[config.mk]
export PLATFORM = sky130hd
export DESIGN_NAME = riscv_ahb3lite_arbiter_flat
export DESIGN_NICKNAME = d
export VERILOG_FILES = /design/src/rtl/riscv_ahb3lite_arbiter_if.sv /design/src/rtl/riscv_ahb3lite_arbiter.sv /design/src/flat_wrapper.sv
export SDC_FILE = /design/constraint.sdc
export NUM_CORES = 1
export LEC_CHECK = 0
export CAP_MARGIN = 0
export CORE_ASPECT_RATIO = 1.75
export CORE_MARGIN = 2
export CORE_UTILIZATION = 30
export DETAILED_ROUTE_END_ITERATION = 6
export PLACE_DENSITY = 0.65
export SYNTH_ARGS = -nofsm -noshare
export SYNTH_HDL_FRONTEND = slang
export SYNTH_SLANG_ARGS = --single-unit
[constraint.sdc]
create_clock -name HCLK -period 3.5 [get_ports HCLK]
set_input_delay 0.35 -clock HCLK [delete_from_list [all_inputs] [get_ports HCLK]]
set_output_delay 0.35 -clock HCLK [all_outputs]
set_load 0.02 [all_outputs]
[src/rtl/riscv_ahb3lite_arbiter_if.sv]
// Bundle of AHB3-Lite signals around the N:1 arbiter: upstream master
// ports (mst_*) and the shared downstream slave-facing bus (slv_*).
// 'slave' is the arbiter's view, since it is the slave of the masters.
// 'master' is the environment's view: the masters plus the downstream slave.
interface riscv_ahb3lite_arbiter_if #(
   parameter int MASTERS    = 2,
   parameter int HADDR_SIZE = 32,
   parameter int HDATA_SIZE = 32
);
   // upstream masters
   logic [MASTERS-1:0]                 mst_HSEL;
   logic [MASTERS-1:0][HADDR_SIZE-1:0] mst_HADDR;
   logic [MASTERS-1:0][HDATA_SIZE-1:0] mst_HWDATA;
   logic [MASTERS-1:0]                 mst_HWRITE;
   logic [MASTERS-1:0][2:0]            mst_HSIZE;
   logic [MASTERS-1:0][2:0]            mst_HBURST;
   logic [MASTERS-1:0][3:0]            mst_HPROT;
   logic [MASTERS-1:0][1:0]            mst_HTRANS;
   logic [MASTERS-1:0]                 mst_HMASTLOCK;
   logic [HDATA_SIZE-1:0]              mst_HRDATA;
   logic [MASTERS-1:0]                 mst_HREADYOUT;
   logic [MASTERS-1:0]                 mst_HRESP;

   // shared downstream bus
   logic                               slv_HSEL;
   logic [HADDR_SIZE-1:0]              slv_HADDR;
   logic [HDATA_SIZE-1:0]              slv_HWDATA;
   logic                               slv_HWRITE;
   logic [2:0]                         slv_HSIZE;
   logic [2:0]                         slv_HBURST;
   logic [3:0]                         slv_HPROT;
   logic [1:0]                         slv_HTRANS;
   logic                               slv_HMASTLOCK;
   logic [HDATA_SIZE-1:0]              slv_HRDATA;
   logic                               slv_HREADY;
   logic                               slv_HRESP;

   modport slave (
      input  mst_HSEL, mst_HADDR, mst_HWDATA, mst_HWRITE, mst_HSIZE,
             mst_HBURST, mst_HPROT, mst_HTRANS, mst_HMASTLOCK,
      output mst_HRDATA, mst_HREADYOUT, mst_HRESP,
      output slv_HSEL, slv_HADDR, slv_HWDATA, slv_HWRITE, slv_HSIZE,
             slv_HBURST, slv_HPROT, slv_HTRANS, slv_HMASTLOCK,
      input  slv_HRDATA, slv_HREADY, slv_HRESP
   );

   modport master (
      output mst_HSEL, mst_HADDR, mst_HWDATA, mst_HWRITE, mst_HSIZE,
             mst_HBURST, mst_HPROT, mst_HTRANS, mst_HMASTLOCK,
      input  mst_HRDATA, mst_HREADYOUT, mst_HRESP,
      input  slv_HSEL, slv_HADDR, slv_HWDATA, slv_HWRITE, slv_HSIZE,
             slv_HBURST, slv_HPROT, slv_HTRANS, slv_HMASTLOCK,
      output slv_HRDATA, slv_HREADY, slv_HRESP
   );
endinterface

[src/rtl/riscv_ahb3lite_arbiter.sv]
// N-master to 1-slave AHB3-Lite arbiter/mux.
// The address-phase winner is picked combinationally in every ready cycle,
// so a granted master reaches the slave with no added latency. A master that
// issued an address phase while it was not granted has that phase latched
// and replayed later; it is stalled via HREADYOUT until the replayed
// transfer's data phase completes. Bursts (SEQ/BUSY) and locked sequences
// keep the current owner.
module riscv_ahb3lite_arbiter #(
   parameter int MASTERS    = 2,
   parameter int HADDR_SIZE = 32,
   parameter int HDATA_SIZE = 32,
   parameter int ARB_MODE   = 0
) (
   input  logic                       HCLK,
   input  logic                       HRESET,
   riscv_ahb3lite_arbiter_if.slave    bus,
   output logic [$clog2(MASTERS)-1:0] owner
);
   localparam int MW = $clog2(MASTERS);

   localparam logic [1:0] HTRANS_IDLE = 2'b00;
   localparam logic [1:0] HTRANS_BUSY = 2'b01;
   localparam logic [1:0] HTRANS_SEQ  = 2'b11;

   typedef logic [MW-1:0] mid_t;

   // arbitration / data-phase state
   mid_t owner_q, owner_d;
   mid_t last_grant_q, last_grant_d;
   mid_t dp_owner_q, dp_owner_d;
   logic dp_valid_q, dp_valid_d;
   logic dp_lock_q, dp_lock_d;

   // latched address phases waiting for replay
   logic [MASTERS-1:0]                 pend_valid_q, pend_valid_d;
   logic [MASTERS-1:0][HADDR_SIZE-1:0] pend_addr_q, pend_addr_d;
   logic [MASTERS-1:0]                 pend_write_q, pend_write_d;
   logic [MASTERS-1:0][2:0]            pend_size_q, pend_size_d;
   logic [MASTERS-1:0][2:0]            pend_burst_q, pend_burst_d;
   logic [MASTERS-1:0][3:0]            pend_prot_q, pend_prot_d;
   logic [MASTERS-1:0][1:0]            pend_trans_q, pend_trans_d;
   logic [MASTERS-1:0]                 pend_lock_q, pend_lock_d;

   // effective address phase per master (replay copy or live signals)
   logic [MASTERS-1:0]                 cur_sel;
   logic [MASTERS-1:0][HADDR_SIZE-1:0] cur_addr;
   logic [MASTERS-1:0]                 cur_write;
   logic [MASTERS-1:0][2:0]            cur_size;
   logic [MASTERS-1:0][2:0]            cur_burst;
   logic [MASTERS-1:0][3:0]            cur_prot;
   logic [MASTERS-1:0][1:0]            cur_trans;
   logic [MASTERS-1:0]                 cur_lock;
   logic [MASTERS-1:0]                 cur_req;

   logic                               hold;
   logic                               arb_en;
   logic                               found;
   mid_t                               winner;
   mid_t                               grant;
   int                                 idx;

   logic [MASTERS-1:0]                 hready_out;
   logic [MASTERS-1:0]                 hresp_out;

   // select the replay copy while a master has a pending phase, else live
   always_comb begin
      for (int i = 0; i < MASTERS; i++) begin
         if (pend_valid_q[i]) begin
            cur_sel[i]   = 1'b1;
            cur_addr[i]  = pend_addr_q[i];
            cur_write[i] = pend_write_q[i];
            cur_size[i]  = pend_size_q[i];
            cur_burst[i] = pend_burst_q[i];
            cur_prot[i]  = pend_prot_q[i];
            cur_trans[i] = pend_trans_q[i];
            cur_lock[i]  = pend_lock_q[i];
         end else begin
            cur_sel[i]   = bus.mst_HSEL[i];
            cur_addr[i]  = bus.mst_HADDR[i];
            cur_write[i] = bus.mst_HWRITE[i];
            cur_size[i]  = bus.mst_HSIZE[i];
            cur_burst[i] = bus.mst_HBURST[i];
            cur_prot[i]  = bus.mst_HPROT[i];
            cur_trans[i] = bus.mst_HTRANS[i];
            cur_lock[i]  = bus.mst_HMASTLOCK[i];
         end
         cur_req[i] = cur_sel[i] & cur_trans[i][1];
      end
   end

   // pick the address-phase owner for this cycle
   always_comb begin
      // owner keeps the bus mid-burst, while locking, and while its last
      // locked transfer is still in its data phase
      hold = (cur_sel[owner_q] & ((cur_trans[owner_q] == HTRANS_SEQ) |
                                  (cur_trans[owner_q] == HTRANS_BUSY)))
           | cur_lock[owner_q]
           | dp_lock_q;
      arb_en = bus.slv_HREADY & ~hold;
      found  = 1'b0;
      winner = owner_q;
      idx    = 0;
      if (ARB_MODE == 0) begin
         // descending scan leaves the lowest requesting index
         for (int i = MASTERS - 1; i >= 0; i--) begin
            if (cur_req[i]) begin
               winner = mid_t'(i);
               found  = 1'b1;
            end
         end
      end else begin
         // descending scan leaves the first requester after last_grant
         for (int k = MASTERS; k >= 1; k--) begin
            idx = (int'(last_grant_q) + k) % MASTERS;
            if (cur_req[idx]) begin
               winner = mid_t'(idx);
               found  = 1'b1;
            end
         end
      end
      grant = arb_en ? winner : owner_q;
   end

   // ready/response steering: only the data-phase owner sees the slave
   always_comb begin
      hready_out = ~pend_valid_q;
      hresp_out  = '0;
      if (dp_valid_q) begin
         hready_out[dp_owner_q] = bus.slv_HREADY;
         hresp_out[dp_owner_q]  = bus.slv_HRESP;
      end
   end

   // next-state: pending latch/replay, owner and data-phase tracking
   always_comb begin
      pend_valid_d = pend_valid_q;
      pend_addr_d  = pend_addr_q;
      pend_write_d = pend_write_q;
      pend_size_d  = pend_size_q;
      pend_burst_d = pend_burst_q;
      pend_prot_d  = pend_prot_q;
      pend_trans_d = pend_trans_q;
      pend_lock_d  = pend_lock_q;
      owner_d      = owner_q;
      last_grant_d = last_grant_q;
      dp_owner_d   = dp_owner_q;
      dp_valid_d   = dp_valid_q;
      dp_lock_d    = dp_lock_q;

      for (int i = 0; i < MASTERS; i++) begin
         if (pend_valid_q[i]) begin
            // replayed phase accepted by the slave
            if ((mid_t'(i) == grant) && bus.slv_HREADY)
               pend_valid_d[i] = 1'b0;
         end else if (bus.mst_HSEL[i] && bus.mst_HTRANS[i][1] && hready_out[i] &&
                      !((mid_t'(i) == grant) && bus.slv_HREADY)) begin
            // master believes its phase went out but the slave did not take it
            pend_valid_d[i] = 1'b1;
            pend_addr_d[i]  = bus.mst_HADDR[i];
            pend_write_d[i] = bus.mst_HWRITE[i];
            pend_size_d[i]  = bus.mst_HSIZE[i];
            pend_burst_d[i] = bus.mst_HBURST[i];
            pend_prot_d[i]  = bus.mst_HPROT[i];
            pend_trans_d[i] = bus.mst_HTRANS[i];
            pend_lock_d[i]  = bus.mst_HMASTLOCK[i];
         end
      end

      if (bus.slv_HREADY) begin
         owner_d    = grant;
         dp_owner_d = grant;
         dp_valid_d = cur_sel[grant] & cur_trans[grant][1];
         dp_lock_d  = cur_lock[grant];
         if (arb_en && found)
            last_grant_d = winner;
      end
   end

   // state registers; reset discards any pending phases
   always_ff @(posedge HCLK) begin
      if (HRESET) begin
         owner_q      <= '0;
         last_grant_q <= mid_t'(MASTERS - 1);
         dp_owner_q   <= '0;
         dp_valid_q   <= 1'b0;
         dp_lock_q    <= 1'b0;
         pend_valid_q <= '0;
         pend_addr_q  <= '0;
         pend_write_q <= '0;
         pend_size_q  <= '0;
         pend_burst_q <= '0;
         pend_prot_q  <= '0;
         pend_trans_q <= '0;
         pend_lock_q  <= '0;
      end else begin
         owner_q      <= owner_d;
         last_grant_q <= last_grant_d;
         dp_owner_q   <= dp_owner_d;
         dp_valid_q   <= dp_valid_d;
         dp_lock_q    <= dp_lock_d;
         pend_valid_q <= pend_valid_d;
         pend_addr_q  <= pend_addr_d;
         pend_write_q <= pend_write_d;
         pend_size_q  <= pend_size_d;
         pend_burst_q <= pend_burst_d;
         pend_prot_q  <= pend_prot_d;
         pend_trans_q <= pend_trans_d;
         pend_lock_q  <= pend_lock_d;
      end
   end

   assign bus.slv_HSEL      = cur_sel[grant];
   assign bus.slv_HADDR     = cur_addr[grant];
   assign bus.slv_HWRITE    = cur_write[grant];
   assign bus.slv_HSIZE     = cur_size[grant];
   assign bus.slv_HBURST    = cur_burst[grant];
   assign bus.slv_HPROT     = cur_prot[grant];
   assign bus.slv_HTRANS    = cur_sel[grant] ? cur_trans[grant] : HTRANS_IDLE;
   assign bus.slv_HMASTLOCK = cur_lock[grant];
   assign bus.slv_HWDATA    = bus.mst_HWDATA[dp_owner_q];

   assign bus.mst_HRDATA    = bus.slv_HRDATA;
   assign bus.mst_HREADYOUT = hready_out;
   assign bus.mst_HRESP     = hresp_out;

   assign owner             = owner_q;
endmodule
[src/flat_wrapper.sv]
// flat-port wrapper written by rule: the top's interface ports become plain ports
module riscv_ahb3lite_arbiter_flat 
#(
   parameter int MASTERS    = 2,
   parameter int HADDR_SIZE = 32,
   parameter int HDATA_SIZE = 32,
   parameter int ARB_MODE   = 0
)
  (HCLK, HRESET, owner, bus_mst_HSEL, bus_mst_HADDR, bus_mst_HWDATA, bus_mst_HWRITE, bus_mst_HSIZE, bus_mst_HBURST, bus_mst_HPROT, bus_mst_HTRANS, bus_mst_HMASTLOCK, bus_mst_HRDATA, bus_mst_HREADYOUT, bus_mst_HRESP, bus_slv_HSEL, bus_slv_HADDR, bus_slv_HWDATA, bus_slv_HWRITE, bus_slv_HSIZE, bus_slv_HBURST, bus_slv_HPROT, bus_slv_HTRANS, bus_slv_HMASTLOCK, bus_slv_HRDATA, bus_slv_HREADY, bus_slv_HRESP);
  riscv_ahb3lite_arbiter_if #(.MASTERS(MASTERS), .HADDR_SIZE(HADDR_SIZE), .HDATA_SIZE(HDATA_SIZE)) bus_i ();
  input  logic HCLK;
  input  logic HRESET;
  output logic [$clog2(MASTERS)-1:0] owner;
  input wire logic [$bits(bus_i.mst_HSEL)-1:0] bus_mst_HSEL;
  input wire logic [$bits(bus_i.mst_HADDR)-1:0] bus_mst_HADDR;
  input wire logic [$bits(bus_i.mst_HWDATA)-1:0] bus_mst_HWDATA;
  input wire logic [$bits(bus_i.mst_HWRITE)-1:0] bus_mst_HWRITE;
  input wire logic [$bits(bus_i.mst_HSIZE)-1:0] bus_mst_HSIZE;
  input wire logic [$bits(bus_i.mst_HBURST)-1:0] bus_mst_HBURST;
  input wire logic [$bits(bus_i.mst_HPROT)-1:0] bus_mst_HPROT;
  input wire logic [$bits(bus_i.mst_HTRANS)-1:0] bus_mst_HTRANS;
  input wire logic [$bits(bus_i.mst_HMASTLOCK)-1:0] bus_mst_HMASTLOCK;
  output wire logic [$bits(bus_i.mst_HRDATA)-1:0] bus_mst_HRDATA;
  output wire logic [$bits(bus_i.mst_HREADYOUT)-1:0] bus_mst_HREADYOUT;
  output wire logic [$bits(bus_i.mst_HRESP)-1:0] bus_mst_HRESP;
  output wire logic [$bits(bus_i.slv_HSEL)-1:0] bus_slv_HSEL;
  output wire logic [$bits(bus_i.slv_HADDR)-1:0] bus_slv_HADDR;
  output wire logic [$bits(bus_i.slv_HWDATA)-1:0] bus_slv_HWDATA;
  output wire logic [$bits(bus_i.slv_HWRITE)-1:0] bus_slv_HWRITE;
  output wire logic [$bits(bus_i.slv_HSIZE)-1:0] bus_slv_HSIZE;
  output wire logic [$bits(bus_i.slv_HBURST)-1:0] bus_slv_HBURST;
  output wire logic [$bits(bus_i.slv_HPROT)-1:0] bus_slv_HPROT;
  output wire logic [$bits(bus_i.slv_HTRANS)-1:0] bus_slv_HTRANS;
  output wire logic [$bits(bus_i.slv_HMASTLOCK)-1:0] bus_slv_HMASTLOCK;
  input wire logic [$bits(bus_i.slv_HRDATA)-1:0] bus_slv_HRDATA;
  input wire logic [$bits(bus_i.slv_HREADY)-1:0] bus_slv_HREADY;
  input wire logic [$bits(bus_i.slv_HRESP)-1:0] bus_slv_HRESP;
  assign bus_i.mst_HSEL = bus_mst_HSEL;
  assign bus_i.mst_HADDR = bus_mst_HADDR;
  assign bus_i.mst_HWDATA = bus_mst_HWDATA;
  assign bus_i.mst_HWRITE = bus_mst_HWRITE;
  assign bus_i.mst_HSIZE = bus_mst_HSIZE;
  assign bus_i.mst_HBURST = bus_mst_HBURST;
  assign bus_i.mst_HPROT = bus_mst_HPROT;
  assign bus_i.mst_HTRANS = bus_mst_HTRANS;
  assign bus_i.mst_HMASTLOCK = bus_mst_HMASTLOCK;
  assign bus_mst_HRDATA = bus_i.mst_HRDATA;
  assign bus_mst_HREADYOUT = bus_i.mst_HREADYOUT;
  assign bus_mst_HRESP = bus_i.mst_HRESP;
  assign bus_slv_HSEL = bus_i.slv_HSEL;
  assign bus_slv_HADDR = bus_i.slv_HADDR;
  assign bus_slv_HWDATA = bus_i.slv_HWDATA;
  assign bus_slv_HWRITE = bus_i.slv_HWRITE;
  assign bus_slv_HSIZE = bus_i.slv_HSIZE;
  assign bus_slv_HBURST = bus_i.slv_HBURST;
  assign bus_slv_HPROT = bus_i.slv_HPROT;
  assign bus_slv_HTRANS = bus_i.slv_HTRANS;
  assign bus_slv_HMASTLOCK = bus_i.slv_HMASTLOCK;
  assign bus_i.slv_HRDATA = bus_slv_HRDATA;
  assign bus_i.slv_HREADY = bus_slv_HREADY;
  assign bus_i.slv_HRESP = bus_slv_HRESP;
  riscv_ahb3lite_arbiter #(.MASTERS(MASTERS), .HADDR_SIZE(HADDR_SIZE), .HDATA_SIZE(HDATA_SIZE), .ARB_MODE(ARB_MODE)) u_core (.HCLK(HCLK), .HRESET(HRESET), .bus(bus_i), .owner(owner));
endmodule
-- Yosys cells after proc, flatten, opt, wreduce, memory -nomap -nowiden
Index checks and enable logic that the tools add are counted.
- add/sub/neg operators: 0
- multipliers: 0
- div/mod/pow operators: 0
- $lt $le $gt $ge: 3
- eq/ne operators: 2
- shift-type cells: 0
- muxes and demuxes: 55
- bitwise logic cells: 14
- reduce and logical (&&, ||, !) cells: 13
- operators with widths (operator ; number):
    $mux W32 ; 6
    $mux W1 ; 26
    $mux W3 ; 8
    $mux W2 ; 9
    $mux W4 ; 4
    $logic_and A1 B1 Y1 ; 9
    $and A1 B1 Y1 ; 5
    $lt A1 B2 Y1 const B ; 2
    $not A1 Y1 ; 4
    $reduce_and A2 Y1 ; 2
    $or A1 B1 Y1 ; 3
    $and A2 B2 Y2 ; 1
    $bwmux W2 ; 1
    $eq A2 B1 Y1 const B ; 1
    $eq A2 B2 Y1 const B ; 1
    $logic_not A1 Y1 ; 2
    $not A2 Y2 ; 1
    $demux W1 S1 ; 1
    $ge A1 B1 Y1 const B ; 1
- flip-flop bits (word level): 97
- latch bits: 0
- memory bits (writable): 0
- memory bits (read-only): 0
- input bits: 194
- output and inout bits: 116
- word-level logic and storage cells: 105
- memories: 0

-- Longest topological paths before layout
- depth after elaboration: 17
- depth in mapped cells: 9
- gate-level depth less buffers: 5

-- Least setup slack after synthesis
Ideal clock, no wire load.
- path type: input-to-output
- start: in bus_mst_HSEL[1]
- end: out bus_slv_HADDR[23]
- arrival: 1954 ps
- data required time: 3150 ps
- path slack: 1196 ps
- stages: 7
- path buffers: 2
- cells stage by stage: nor2b_1 -> a22o_1 -> and4bb_1 -> buf_6 -> nor2_4 -> buf_2 -> mux2i_1
- cells in the longest elaborated chain, start to end: 11
- elaborated cells on any way between the ends: 14
- those cells by class: 8 x mux; 6 x bitwise
- ends and longest elaborated chain (item ; line ; text):
    from (decl) ; flat_wrapper.sv:14 ; input wire logic [$bits(bus_i.mst_HSEL)-1:0] bus_mst_HSEL;
    $mux W1 (*) ; riscv_ahb3lite_arbiter.sv:68 ; if (pend_valid_q[i]) begin
    $mux W1 (implied by the code) (2 in a row) ; riscv_ahb3lite_arbiter.sv:95 ; hold = (cur_sel[owner_q] & ((cur_trans[owner_q] == HTRANS_SEQ) |
    $and A1 B1 Y1 ; riscv_ahb3lite_arbiter.sv:95 ;
    $or A1 B1 Y1 ; riscv_ahb3lite_arbiter.sv:97 ; | cur_lock[owner_q]
    $or A1 B1 Y1 ; riscv_ahb3lite_arbiter.sv:98 ; | dp_lock_q;
    $not A1 Y1 ; riscv_ahb3lite_arbiter.sv:99 ; arb_en = bus.slv_HREADY & ~hold;
    $and A1 B1 Y1 ; riscv_ahb3lite_arbiter.sv:99 ;
    $mux W1 (*) ; riscv_ahb3lite_arbiter.sv:121 ; grant = arb_en ? winner : owner_q;
    $mux W32 (implied by the code) (*) (2 in a row) ; riscv_ahb3lite_arbiter.sv:213 ; assign bus.slv_HADDR = cur_addr[grant];
    to (decl) ; flat_wrapper.sv:27 ; output wire logic [$bits(bus_i.slv_HADDR)-1:0] bus_slv_HADDR;
Every way passes the cells marked *; elsewhere a longest branch is shown, timed or not. The select of a mux whose other input is x is not followed.

-- Worst setup path in the final report
- start: in bus_mst_HSEL[0]
- end: out bus_slv_HWRITE
- cells in the longest elaborated chain, start to end: 11
- elaborated cells on any way between the ends: 13
- those cells by class: 7 x mux; 6 x bitwise
- ends and longest elaborated chain (item ; line ; text):
    $mux W1 (*) ; riscv_ahb3lite_arbiter.sv:68 ;
    $mux W1 (implied by the code) (2 in a row) ; riscv_ahb3lite_arbiter.sv:95 ;
    $and A1 B1 Y1 ; riscv_ahb3lite_arbiter.sv:95 ;
    $or A1 B1 Y1 ; riscv_ahb3lite_arbiter.sv:97 ;
    $or A1 B1 Y1 ; riscv_ahb3lite_arbiter.sv:98 ;
    $not A1 Y1 ; riscv_ahb3lite_arbiter.sv:99 ;
    $and A1 B1 Y1 ; riscv_ahb3lite_arbiter.sv:99 ;
    $mux W1 (*) ; riscv_ahb3lite_arbiter.sv:121 ;
    $mux W1 (implied by the code) (*) (2 in a row) ; riscv_ahb3lite_arbiter.sv:214 ; assign bus.slv_HWRITE = cur_write[grant];
    to (decl) ; flat_wrapper.sv:29 ; output wire logic [$bits(bus_i.slv_HWRITE)-1:0] bus_slv_HWRITE;
Marks and branches as above.

==> impl_metrics.csv <==
group,metric,value,unit
die,dieWidth,115.7,um
grt,grt_usage,16.40,%
job,drv_cap,0,
cells_and_area,drive_gt1_share,8.353,%
timing,hold_viol_final,0,
timing,timing.final.crit_share,92.77,%
cts,cts-htree-levels,3,
power_and_ir_drop,power.density,440.1,mW/mm2
critical_path,cp-start-kind,"input pin",
die,io_pins,310,
grt,grt_max_degree,120,
timing,layout_setup_ws,253.1,ps
critical_path,worst_ep_required_time,3150,ps
timing,final.setup.tns,0,ps
cts,clkLatencyLatePin,350,ps
cells_and_area,stdcell_area,0.009274,mm2
timing,rsz0062_at_grt,"no",
timing,relSlewSlack,41.85,%
timing,maxSlewViolCount,0,
place,postPlaceCellArea,0.008975,mm2
die,start_util,30.47,%
cells_and_area,area_delta_synth_final,41.59,%
synthesis,synth_flop_cell,"dfxtp_1",
timing,timing.hold.ws,474.3,ps
place,dp_slack,224.5,ps
place,hpwlAfterDp,14500,um
place,port_buffers,245,
power_and_ir_drop,vdd_drop_max,251.7,uV
critical_path,r2r_end,"u_core.pend_prot_q[3]",
critical_path,crit_chain,"clkdlybuf4s50_1 -> o21ai_0 -> o21ai_0 -> and4bb_1 -> nor2_4 -> buf_12 -> mux2i_1 -> clkdlybuf4s50_1",
synthesis,avgSynthCellArea,9.733,um2
synthesis,yosysWarnings,0,
die,floorplan.die_area,0.02308,mm2
critical_path,crit_path_max_incr_delay,660,ps
power_and_ir_drop,p_sw_share,35.28,%
cells_and_area,n_antenna_cell,0,
cells_and_area,layout.nets,1051,
critical_path,worstRegToRegCells,5,
power_and_ir_drop,switching_power,1.440,mW
cts,cts-resized-gates,0,
power_and_ir_drop,clockPowerShare,24.8,%
detailed_routing,vias,5283,
grt,grt-ovfl-total,0,
die,core_area,0.02150,mm2
grt,grt_pass1_wl,29090,um
detailed_routing,drt_first_pass_iters,4,
synthesis,synth-async-reset-ratio,0,%
critical_path,worstSetupEndpoint,"bus_slv_HWRITE",
status,outcome,"finished clean",
timing,worst_pin_slew,872.2,ps
synthesis,ys_seq_elements,97,
critical_path,crit_family,"buffers and inverters",
detailed_routing,via_per_inst,4.578,
worst_hold_path,min_path_type,"reg -> reg",
power_and_ir_drop,p_leak,3.451,nW
cts,cts_tree,"done",
synthesis,synth-edff-count,0,
timing,period_needed,3247,ps
critical_path,worstPathMaxFanout,28,
cts,ctsRootBufferMaster,"clkbuf_16",
power_and_ir_drop,combinationalPowerShare,44.8,%
synthesis,synth.distinct_cells,39,
cts,clk_pin_slew,80,ps
grt,antenna_found_initial,0,
power_and_ir_drop,p_seq_share,30.4,%
die,die_y,199.5,um
critical_path,path_class,"in -> out",
synthesis,syn-cell-area,0.006550,mm2
power_and_ir_drop,p_int,2.642,mW
critical_path,reg2reg_from,"u_core.pend_valid_q[0]",
detailed_routing,drt_wl_total,19440,um
critical_path,arrival,2900,ps
critical_path,cp_slowest_cell,"clkdlybuf4s50_1",
cts,hold_buffers,0,
grt,first_global_vias,5308,
timing,clock.fmax,0.3080,GHz
cts,cts_setup_buffers,0,
cts,cts_inserted_buffers,9,
critical_path,end_kind,"output port",
detailed_routing,wire_per_inst,16.85,um
place,gp_congestion,0.7933,
timing,final.setup_skew,9.104,ps
detailed_routing,dr.first_iter.drc_count,150,
cts,clockBufferDepth,2,
die,rows,71,
critical_path,crit_path_start,"bus_mst_HSEL[0]",
synthesis,synthCells,673,
critical_path,regToRegSetupSlack,1300,ps
timing,setup_violations,0,
synthesis,syn_nets,867,
critical_path,critPathBufInv,3,
cts,cts_sinks,97,
synthesis,ys_seq_area_share,29.65,%
detailed_routing,antenna_left,0,
power_and_ir_drop,fin_total_pwr,4.081,mW
detailed_routing,drc,0,
critical_path,cp.depth,8,
-- worst reg2reg max path, cell delays in order, from the launching register on --
cell	delay (ps)
dfxtp_4	460
mux2i_1	350
and4bb_1	440
o31a_2	220
buf_4	390
mux2i_1	260
-- how the worst min path moves through the flow --
stage / startpoint / to / slack [ps] / cells after the start
after floorplan: u_core.pend_addr_q[10] / u_core.pend_addr_q[10] / 450 / 2
after global placement: u_core.pend_addr_q[39] / u_core.pend_addr_q[39] / 460 / 2
after detailed placement: u_core.pend_prot_q[6] / u_core.pend_prot_q[6] / 460 / 2
after CTS: u_core.pend_burst_q[5] / u_core.pend_burst_q[5] / 480 / 2
after global routing: u_core.pend_burst_q[0] / u_core.pend_burst_q[0] / 490 / 2
final: u_core.pend_burst_q[5] / u_core.pend_burst_q[5] / 470 / 2
-- registers in the layout, summed over array words and instances, names as in the netlist, 2 cells and up --
signal	flops
u_core.pend_addr_q	64
u_core.pend_burst_q	6
u_core.pend_lock_q	2
u_core.pend_prot_q	8
u_core.pend_size_q	6
u_core.pend_trans_q	4
u_core.pend_valid_q	2
u_core.pend_write_q	2
-- per-layer routing --
layer	up-vias	routed length [um]	share of wire, %	GRT usage, %
li1	2656	-	-	-
met1	2452	7619	39	17.96
met3	43	1031	5.3	3.458
met2	132	10140	52	29.93
met5	-	0	0	0
met4	0	646	3.3	7.143
-- area by class of cell --
| cell class | instances | area [um2] |
|---|---|---|
| well taps | 292 | 365.4 |
| inverters | 3 | 11.26 |
| repair buffers | 259 | 2580 |
| fillers | 2118 | 12220 |
| flip-flops and latches | 97 | 1951 |
| clock inverters | 7 | 73.82 |
| clock buffers | 9 | 225.2 |
| multi-input cells | 487 | 4068 |
-- power groups by stage --
stage / clock, mW / combinational, mW / sequential [mW]
after floorplan: 0 / 1.13 / 1.24
after global placement: 0 / 1.84 / 1.26
final: 1.01 / 1.83 / 1.24
after global routing: 1.10 / 1.94 / 1.25
after CTS: 1.06 / 1.85 / 1.24
after detailed placement: 0 / 1.84 / 1.26
-- Yosys cell counts, types with 2 or more instances --
master      n  share of area (%)
buf_4      37                4.2
nand2b_1  182                 17
nor4_1      2               0.19
clkbuf_1   26                1.5
mux2i_1   223                 34
dfxtp_1    97                 30
a21oi_1     5               0.38
buf_6      10                1.7
mux2_2     33                5.7
nor3b_1     2               0.23
nor2b_1     2               0.19
nor3_1      2               0.15
nor2_1      8               0.46
o21ai_0     3               0.23
buf_2       5               0.38
nand2_1     4               0.23
buf_1       8               0.46
inv_1       3               0.17
-- metrics by stage --
step           util, %  cells
3_5_place_dp     41.75   1138
6_report         43.14   1154
3_3_place_gp     41.75   1138
5_1_grt          43.14   1154
2_1_floorplan        -    673
4_1_cts          43.14   1154
-- kinds of logic after synthesis --
| logic type | Yosys count | synth area share [%] |
|---|---|---|
| and+or+nand+nor | 209 | 19.77 |
| muxes | 256 | 39.75 |
| buffers and inverters | 89 | 8.462 |
| DFF | 97 | 29.65 |
| AOI/OAI and AO/OA | 22 | 2.369 |
-- cells in the final DEF, fill, tap and decap left out, types with 2 or more instances in the layout --
cell type and count:
a21oi_1 5, buf_12 2, buf_4 13, clkbuf_16 9
clkdlybuf4s50_1 244, clkinv_4 2, dfxtp_1 94, dfxtp_4 2
inv_1 3, inv_6 2, inv_8 2, mux2_2 33
mux2i_1 223, nand2_1 4, nand2b_1 182, nor2_1 8
nor2b_1 2, nor3_1 2, nor3b_1 2, nor4_1 2
o21ai_0 3
No activity file was read; power rests on OpenSTA's default activity.
